$ cat config.mk
export PLATFORM = sky130hd
export DESIGN_NAME = maze_port_sched
export DESIGN_NICKNAME = d
export VERILOG_FILES = /design/src/rtl/maze_pkg.sv /design/src/rtl/maze_starve_cnt.sv /design/src/rtl/maze_port_sched.sv
export SDC_FILE = /design/constraint.sdc
export NUM_CORES = 1
export LEC_CHECK = 0
export ABC_AREA = 1
export CAP_MARGIN = 30
export CORE_MARGIN = 2
export CORE_UTILIZATION = 43
export DETAILED_ROUTE_END_ITERATION = 12
export GPL_TIMING_DRIVEN = 1
export PLACE_DENSITY_LB_ADDON = 0.25
export SLEW_MARGIN = 10
export SYNTH_ARGS = -nofsm -noshare
export SYNTH_HDL_FRONTEND = slang
export SYNTH_SLANG_ARGS = --single-unit
$ cat constraint.sdc
create_clock -name clk -period 2.6 [get_ports clk]
set_input_delay 0.52 -clock clk [delete_from_list [all_inputs] [get_ports clk]]
set_output_delay 0.52 -clock clk [all_outputs]
set_load 0.01 [all_outputs]
$ cat src/rtl/maze_pkg.sv
// Shared definitions for the maze memory port scheduler: cell codes,
// scheduler states and counter widths.
package maze_pkg;

    localparam int STEPS_W = 16;

    typedef enum logic [1:0] {
        FREE = 2'd0,
        WALL = 2'd1,
        PATH = 2'd2
    } cell_t;

    typedef enum logic [1:0] {
        ST_IDLE  = 2'd0,
        ST_SOLVE = 2'd1,
        ST_HOST  = 2'd2,
        ST_DONE  = 2'd3
    } state_t;

endpackage

$ cat src/rtl/maze_starve_cnt.sv
// Counts consecutive cycles a host request has been kept waiting and flags
// when the next waiting cycle must be handed to the host.
module maze_starve_cnt #(
    parameter int max_wait = 4
) (
    input  logic clk,
    input  logic rst,
    input  logic clr_i,
    input  logic inc_i,
    output logic at_max_o
);

    localparam int CW = (max_wait > 1) ? $clog2(max_wait) : 1;

    logic [CW-1:0] cnt_q, cnt_d;

    assign at_max_o = (cnt_q == CW'(max_wait - 1));

    // Holds at the threshold; the scheduler leaves SOLVE once it is reached.
    always_comb begin
        cnt_d = cnt_q;
        if (clr_i) begin
            cnt_d = '0;
        end else if (inc_i && !at_max_o) begin
            cnt_d = cnt_q + 1'b1;
        end
    end

    always_ff @(posedge clk) begin
        if (rst) begin
            cnt_q <= '0;
        end else begin
            cnt_q <= cnt_d;
        end
    end

endmodule

$ cat src/rtl/maze_port_sched.sv
// Shares one maze RAM port between the solver and the host, stalling the
// solver with s_en while the host owns the port.
module maze_port_sched
    import maze_pkg::*;
#(
    parameter int maze_width = 6,
    parameter int max_wait   = 4
) (
    input  logic                  clk,
    input  logic                  rst,
    input  logic                  start,
    input  logic [maze_width-1:0] s_row,
    input  logic [maze_width-1:0] s_col,
    input  logic                  s_oe,
    input  logic                  s_we,
    input  logic                  s_done,
    output logic                  s_in,
    output logic                  s_en,
    input  logic                  h_req,
    input  logic                  h_we,
    input  logic [maze_width-1:0] h_row,
    input  logic [maze_width-1:0] h_col,
    input  logic [1:0]            h_wdata,
    output logic                  h_gnt,
    output logic                  h_rvalid,
    output logic [1:0]            h_rdata,
    output logic [maze_width-1:0] m_row,
    output logic [maze_width-1:0] m_col,
    output logic                  m_oe,
    output logic                  m_we,
    output logic [1:0]            m_wdata,
    input  logic [1:0]            m_rdata,
    output logic                  busy,
    output logic                  done,
    output logic [STEPS_W-1:0]    steps
);

    state_t               state_q, state_d;
    logic                 sol_rd_q;
    logic                 s_hold_q;
    logic                 h_rvalid_q;
    logic [STEPS_W-1:0]   steps_q, steps_d;
    logic                 solver_owns;
    logic                 wait_inc;
    logic                 wait_at_max;

    assign solver_owns = (state_q == ST_SOLVE);
    assign wait_inc    = solver_owns && h_req;

    maze_starve_cnt #(
        .max_wait (max_wait)
    ) u_starve (
        .clk      (clk),
        .rst      (rst),
        .clr_i    (!wait_inc),
        .inc_i    (wait_inc),
        .at_max_o (wait_at_max)
    );

    // Solver completion wins over a due host slot.
    always_comb begin
        state_d = state_q;
        case (state_q)
            ST_IDLE:  if (start) state_d = ST_SOLVE;
            ST_SOLVE: begin
                if (s_done) begin
                    state_d = ST_DONE;
                end else if (h_req && wait_at_max) begin
                    state_d = ST_HOST;
                end
            end
            ST_HOST:  state_d = ST_SOLVE;
            ST_DONE:  state_d = ST_DONE;
            default:  state_d = ST_IDLE;
        endcase
    end

    always_comb begin
        m_row   = '0;
        m_col   = '0;
        m_oe    = 1'b0;
        m_we    = 1'b0;
        m_wdata = FREE;
        h_gnt   = 1'b0;
        if (solver_owns) begin
            m_row   = s_row;
            m_col   = s_col;
            m_oe    = s_oe;
            m_we    = s_we;
            m_wdata = PATH;
        end else if (h_req) begin
            h_gnt   = 1'b1;
            m_row   = h_row;
            m_col   = h_col;
            m_oe    = !h_we;
            m_we    = h_we;
            m_wdata = h_wdata;
        end
    end

    always_comb begin
        steps_d = steps_q;
        if (solver_owns && s_we && (steps_q != '1)) begin
            steps_d = steps_q + 1'b1;
        end
    end

    // Fresh RAM data only when the solver issued last cycle's read; otherwise replay the held bit.
    assign s_in     = sol_rd_q ? (m_rdata == WALL) : s_hold_q;
    assign s_en     = solver_owns;
    assign h_rvalid = h_rvalid_q;
    assign h_rdata  = h_rvalid_q ? m_rdata : 2'b00;
    assign busy     = (state_q == ST_SOLVE) || (state_q == ST_HOST);
    assign done     = (state_q == ST_DONE);
    assign steps    = steps_q;

    always_ff @(posedge clk) begin
        if (rst) begin
            state_q    <= ST_IDLE;
            sol_rd_q   <= 1'b0;
            s_hold_q   <= 1'b0;
            h_rvalid_q <= 1'b0;
            steps_q    <= '0;
        end else begin
            state_q    <= state_d;
            sol_rd_q   <= solver_owns && s_oe;
            s_hold_q   <= s_in;
            h_rvalid_q <= h_gnt && !h_we;
            steps_q    <= steps_d;
        end
    end

endmodule

==> results of run 1 <==
==> how the worst max path moves through the flow <==
stage               start        to  slack [ps]  cells past startpoint
6_report            h_req  m_col[1]          90                      6
5_1_grt             h_req  m_col[5]        -0.5                      6
4_1_cts        state_q[1]  m_col[0]          10                      6
3_5_place_dp        h_req  m_col[0]          70                      6
3_3_place_gp        h_req  m_row[0]         110                      6
2_1_floorplan  state_q[1]      m_oe         620                      7
==> cell families (layout without fill, tap and decap cells) <==
| kind of cell | count (synthesis) | in the layout |
|---|---|---|
| adder cells (fa/ha/maj) | 5 | 5 |
| flip-flops | 23 | 23 |
| XOR/XNOR | 2 | 2 |
| AND/OR/NAND/NOR | 123 | 123 |
| AO/OA/AOI/OAI | 34 | 34 |
| multiplexers | 1 | 1 |
| buffers and inverters | 31 | 108 |
==> synth_stat cells (all sizes together), types with 2 or more instances <==
library cell | count | area share
nand2 | 55 | 0.15
nor2 | 47 | 0.15
inv | 24 | 0.061
dfxtp | 23 | 0.31
nand3 | 16 | 0.058
a21oi | 15 | 0.051
a22o | 12 | 0.071
buf | 6 | 0.032
ha | 5 | 0.042
nor3 | 4 | 0.014
o21ai | 4 | 0.014
xor2 | 2 | 0.012
==> power by group through the flow <==
| stage | Combinational (mW) | Clock [mW] | Sequential (mW) |
|---|---|---|---|
| final | 0.400 | 0.171 | 0.392 |
| after global routing | 0.433 | 0.190 | 0.396 |
| after CTS | 0.397 | 0.178 | 0.390 |
| after detailed placement | 0.395 | 0 | 0.397 |
| after global placement | 0.386 | 0 | 0.396 |
| after floorplan | 0.176 | 0 | 0.397 |
==> registers in the layout (all words and copies together), names as in the netlist <==
name            cells
h_rvalid            1
s_hold_q            1
sol_rd_q            1
state_q             2
steps              16
u_starve.cnt_q      2
==> per-layer routing <==
| metal | up-vias | track usage | part of all wire |
|---|---|---|---|
| met1 | 736 | 0.2752 | 0.44 |
| met4 | 0 | 0.05833 | 0.018 |
| met2 | 33 | 0.3858 | 0.50 |
| li1 | 862 | - | - |
| met5 | - | 0 | 0 |
| met3 | 8 | 0.04144 | 0.041 |
==> critical path, stage by stage <==
cell and delay (ps):
clkdlybuf4s50_1 470, inv_1 50, nor2_2 120, buf_4 170, a22o_1 130, clkdlybuf4s50_1 530
==> final cells by class <==
| cell class | instances | area (um^2) |
|---|---|---|
| fillers | 315 | 1001 |
| multi-input cells | 165 | 883.3 |
| repair buffers | 79 | 785.8 |
| flip-flops and latches | 23 | 461.7 |
| inverters | 25 | 93.84 |
| well taps | 46 | 57.56 |
| clock buffers | 3 | 22.52 |
| clock inverters | 1 | 5.005 |
==> what timing repair did <==
item	CTS	global route
endpoints found under the setup margin	14	14
setup buffers	0	0
pin swaps	0	0
resized for setup	1	4
==> metrics by stage <==
step / area, um^2 / utilization / worst slack, ps / TNS [ps] / instances
after floorplan: 1473 / - / 617.7 / 0 / 219
after global placement: 2263 / 0.6837 / 114.2 / 0 / 338
after detailed placement: 2263 / 0.6837 / 71.93 / 0 / 338
after CTS: 2293 / 0.6927 / 12.07 / 0 / 342
after global routing: 2310 / 0.6977 / -0.5094 / -0.9790 / 342
final: 2310 / 0.6977 / 90.72 / 0 / 342
==> results_dict.tcl, run 1 <==
set metrics [dict create \
    whs_path_depth 2 \
    hold_viol_final 0 \
    diodes 0 \
    num_rows 21 \
    maxCapViolations 0 \
    cts_max_level 1 \
    ys_seq_area_frac 0.3127 \
    ys_types 27 \
    final_common_cell "clkdlybuf4s50_1" \
    wire_per_inst_um 12.02 \
    synth-edff-count 0 \
    cp-start-kind "primary input" \
    critPathMaxFanout 7 \
    yosys_warnings 0 \
    synth_top_family_by_area "simple AND/OR/NAND/NOR gates" \
    cts_tree "built" \
    internal_power_uw 658.3 \
    synthFlopType "dfxtp_1" \
    clock_power_share 0.178 \
    grt_pass1_wl_um 7169 \
    muxShareOfSynthArea 0.006797 \
    port_buffers 75 \
    drc_errors 0 \
    holdBufCountCts 0 \
    grt_overflow 0 \
    end_kind "primary output" \
    p_seq_frac 0.407 \
    status "complete, no violations" \
    io-pin-count 76 \
    rsz0062_at_grt "true" \
    r2r-start "state_q[0]" \
    crit_required_ps 2080 \
    totalWireLength_um 4112 \
    drt_iter0_drc 89 \
    power_density_nw_per_um2 416.9 \
    clockRootBuffer "clkbuf_4" \
    p_total_uw 963.0 \
    period_share 0.9651 \
    synth_compound_area_frac 0.1504 \
    clock-sinks 23 \
    fin_hold_ws_ps 482.2 \
    switching_share 0.3164 \
    num-nets-final 338 \
    worstMarginPinSlew_ps 521.5 \
    antenna_left 0 \
    leakage_nw 0.9810 \
    vias 1639 \
    synthesis.nets 260 \
    syn_to_final_growth_pct 56.84 \
    clock.fmax_mhz 398.5 \
    hold_path_end "s_hold_q" \
    final_max_slew_viol_count 0 \
    setup_violations 0 \
    grt_pass1_vias 1582 \
    hold_start "s_hold_q" \
    place.gp.congestion 0.8023 \
    relSlewSlack 0.6502 \
    coreArea_um2 3311 \
    synth-async-reset-ratio 0 \
    ctsLongestPathBuffers 2 \
    die_height_um 62.52 \
    die_x_um 62.52 \
    period_needed_ps 2509 \
    reg2reg_slack_ps 810 \
    yosys.area_share.xor_xnor 0.01189 \
    start_util 0.4448 \
    layout-drive-gt1-share 0.08108 \
    syn_area_per_cell_um2 6.724 \
    synth_area_um2 1473 \
    ys_ff_latch 23 \
    synth-simple-area-share 0.3798 \
    cp.arrival_ps 1990 \
    final_cell_mix "clkdlybuf4s50_1, nand2_1, nor2_1, inv_1, dfxtp_1" \
    vias_per_cell 4.792 \
    dieArea_um2 3909 \
    firstDrtPassIters 5 \
    grt_max_degree 24 \
    r2r-end "steps[15]" \
    p_comb_frac 0.415 \
    numCtsBuffers 3 \
    clk_pin_slew_ps 130 \
    crit_type "primary input to primary output" \
    antenna_found_initial 0 \
    r2r_cells 9 \
    peakVddDrop_mv 0.2442 \
    fin_worst_skew_ps 6.885 \
    dpl.hpwl_um 3309 \
    synth_fa_ha_area_frac 0.04248 \
    hp-class "flop to flop" \
    p_sw_uw 304.7 \
    syn_inst 219 \
    clkLatencyLatePin_ps 320 \
    grt_usage 0.2198 \
]
Note: power is estimated with default switching activity, not from simulation.
==> inputs of run 2 (changes only) <==
--- a/config.mk
+++ b/config.mk
@@ -12,6 +12,7 @@
 export DETAILED_ROUTE_END_ITERATION = 12
 export GPL_TIMING_DRIVEN = 1
 export PLACE_DENSITY_LB_ADDON = 0.25
+export RECOVER_POWER = 25
 export SLEW_MARGIN = 10
 export SYNTH_ARGS = -nofsm -noshare
 export SYNTH_HDL_FRONTEND = slang
==> run 2 against run 1 <==
Against the previous run:
- final area decreased by 0.98%
- clock power about the same
- combinational power about the same
- largest cell class unchanged
==> results_dict.tcl, run 2 (synthesized netlist as in run 1, its figures left out) <==
set metrics [dict create \
    status "complete, no violations" \
    vias_per_cell 4.851 \
    die_x_um 62.52 \
    peakVddDrop_mv 0.2483 \
    start_util 0.4448 \
    holdBufCountCts 0 \
    wire_per_inst_um 12.11 \
    hp-class "flop to flop" \
    cp_cell_sequence "clkdlybuf4s50_1, inv_1, nor2_2, buf_4, a22o_1, clkdlybuf4s50_1" \
    power_density_nw_per_um2 422.1 \
    io-pin-count 76 \
    clockRootBuffer "clkbuf_4" \
    antenna_found_initial 0 \
    leakage_nw 0.9647 \
    num_rows 21 \
    final_area_um2 2287 \
    maxCapViolations 0 \
    fin_worst_skew_ps 6.385 \
    dieArea_um2 3909 \
    end_kind "primary output" \
    clock_power_share 0.180 \
    crit_type "primary input to primary output" \
    r2r_cells 6 \
    crit_slowest_cell "clkdlybuf4s50_1" \
    cp-start-kind "primary input" \
    num-nets-final 338 \
    grt_overflow 0 \
    grt_pass1_wl_um 7169 \
    p_total_uw 965.4 \
    post-route-util 0.6909 \
    layout-drive-gt1-share 0.07432 \
    drt_iter0_drc 70 \
    largest_reg_flops 16 \
    r2r-start "steps[0]" \
    period_needed_ps 2508 \
    whs_path_depth 2 \
    final_common_cell "clkdlybuf4s50_1" \
    hold_path_end "s_hold_q" \
    clkLatencyLatePin_ps 320 \
    grt_pass1_vias 1582 \
    p_sw_uw 307.5 \
    coreArea_um2 3311 \
    ctsLongestPathBuffers 2 \
    drc_errors 0 \
    period_share 0.9648 \
    relSlewSlack 0.3898 \
    vias 1659 \
    antenna_left 0 \
    cts_max_level 1 \
    final_cell_mix "clkdlybuf4s50_1, nand2_1, nor2_1, inv_1, dfxtp_1" \
    diodes 0 \
    hold_viol_final 0 \
    syn_to_final_growth_pct 55.31 \
    cp.arrival_ps 1990 \
    crit_top_cell "clkdlybuf4s50_1" \
    reg2reg_slack_ps 400 \
    p_seq_frac 0.406 \
    clk_pin_slew_ps 140 \
    worstMarginPinSlew_ps 912.7 \
    placed_cell_area_um2 2263 \
    hold_start "s_hold_q" \
    slowest_delay_ps 530 \
    final_max_slew_viol_count 0 \
    r2r-end "steps[9]" \
    setup_violations 0 \
    firstDrtPassIters 4 \
    postCtsSetupRepairBufs 0 \
    dpl.hpwl_um 3309 \
    grt_max_degree 24 \
    clock-sinks 23 \
    rsz0062_at_grt "true" \
    totalWireLength_um 4142 \
    grt_usage 0.2198 \
    crit_required_ps 2080 \
    numCtsBuffers 3 \
    place.gp.congestion 0.8023 \
    switching_share 0.3186 \
    critPathMaxFanout 7 \
    p_comb_frac 0.414 \
    cts_tree "built" \
    die_height_um 62.52 \
    clock.fmax_mhz 398.6 \
    port_buffers 75 \
    internal_power_uw 657.8 \
]
[run 2: cell types whose count changed in the layout (fill, tap and decap cells not counted)]
cell / delta
clkdlybuf4s50_1: -2
nand4_4: -1
nor2_1: +1
nor2_4: -1
nand4_1: +1
dlygate4sd3_1: +2
[run 2: how the worst max path moves through the flow]
| stage | slack (ps) | cells past startpoint | to | from |
|---|---|---|---|---|
| detailed placement | 70 | 6 | m_col[0] | h_req |
| global route | -0.5 | 6 | m_col[5] | h_req |
| finish | 90 | 6 | m_col[1] | h_req |
| CTS | 10 | 6 | m_col[0] | state_q[1] |
| floorplan | 620 | 7 | m_oe | state_q[1] |
| global placement | 110 | 6 | m_row[0] | h_req |
[run 2: through the flow]
stage               cells  setup slack (ps)  hold WS, ps  TNS (ps)
floorplan             219             617.7        444.5         0
finish                342             91.51        482.4         0
detailed placement    338             71.93        466.9         0
CTS                   342             12.07        485.4         0
global placement      338             114.2        460.9         0
global route          342           -0.5094        510.5   -0.9790
[run 2: power groups by stage]
stage | Sequential, mW | Combinational (mW) | Clock (mW)
5_1_grt | 0.396 | 0.433 | 0.190
2_1_floorplan | 0.397 | 0.176 | 0
4_1_cts | 0.390 | 0.397 | 0.178
6_report | 0.392 | 0.400 | 0.174
3_5_place_dp | 0.397 | 0.395 | 0
3_3_place_gp | 0.396 | 0.386 | 0
[run 2: worst max-delay path, delay by kind of cell]
family	cells	cell delay, ps
AOI/OAI and AO/OA	1	130
buffers and inverters	4	1220
and+or+nand+nor	1	120
[run 2: layout make-up]
type	count	area [um^2]
clock buffer	3	22.52
clock inverter	1	5.005
fill	317	1023
inverter	25	93.84
multi-input combinational	165	860.8
sequential	23	461.7
tap	46	57.56
timing repair buffer	79	785.8
[run 2: repair_timing]
item	CTS	global route
setup endpoints to repair	14	14
gates resized for setup	1	4
pin swaps	0	0
[run 2: routing by layer]
layer | up-vias | share of wire | track usage
met5 | - | 0 | 0
met1 | 753 | 0.44 | 0.2752
met2 | 38 | 0.50 | 0.3858
met4 | 0 | 0.018 | 0.05833
met3 | 8 | 0.042 | 0.04144
li1 | 860 | - | -
==> inputs of run 3 (changes only) <==
--- a/config.mk
+++ b/config.mk
@@ -17,3 +17,4 @@
 export SYNTH_ARGS = -nofsm -noshare
 export SYNTH_HDL_FRONTEND = slang
 export SYNTH_SLANG_ARGS = --single-unit
+export TNS_END_PERCENT = 20
==> results of run 3 <==
The final DEF is identical to that of run 2; final timing and power are the same.
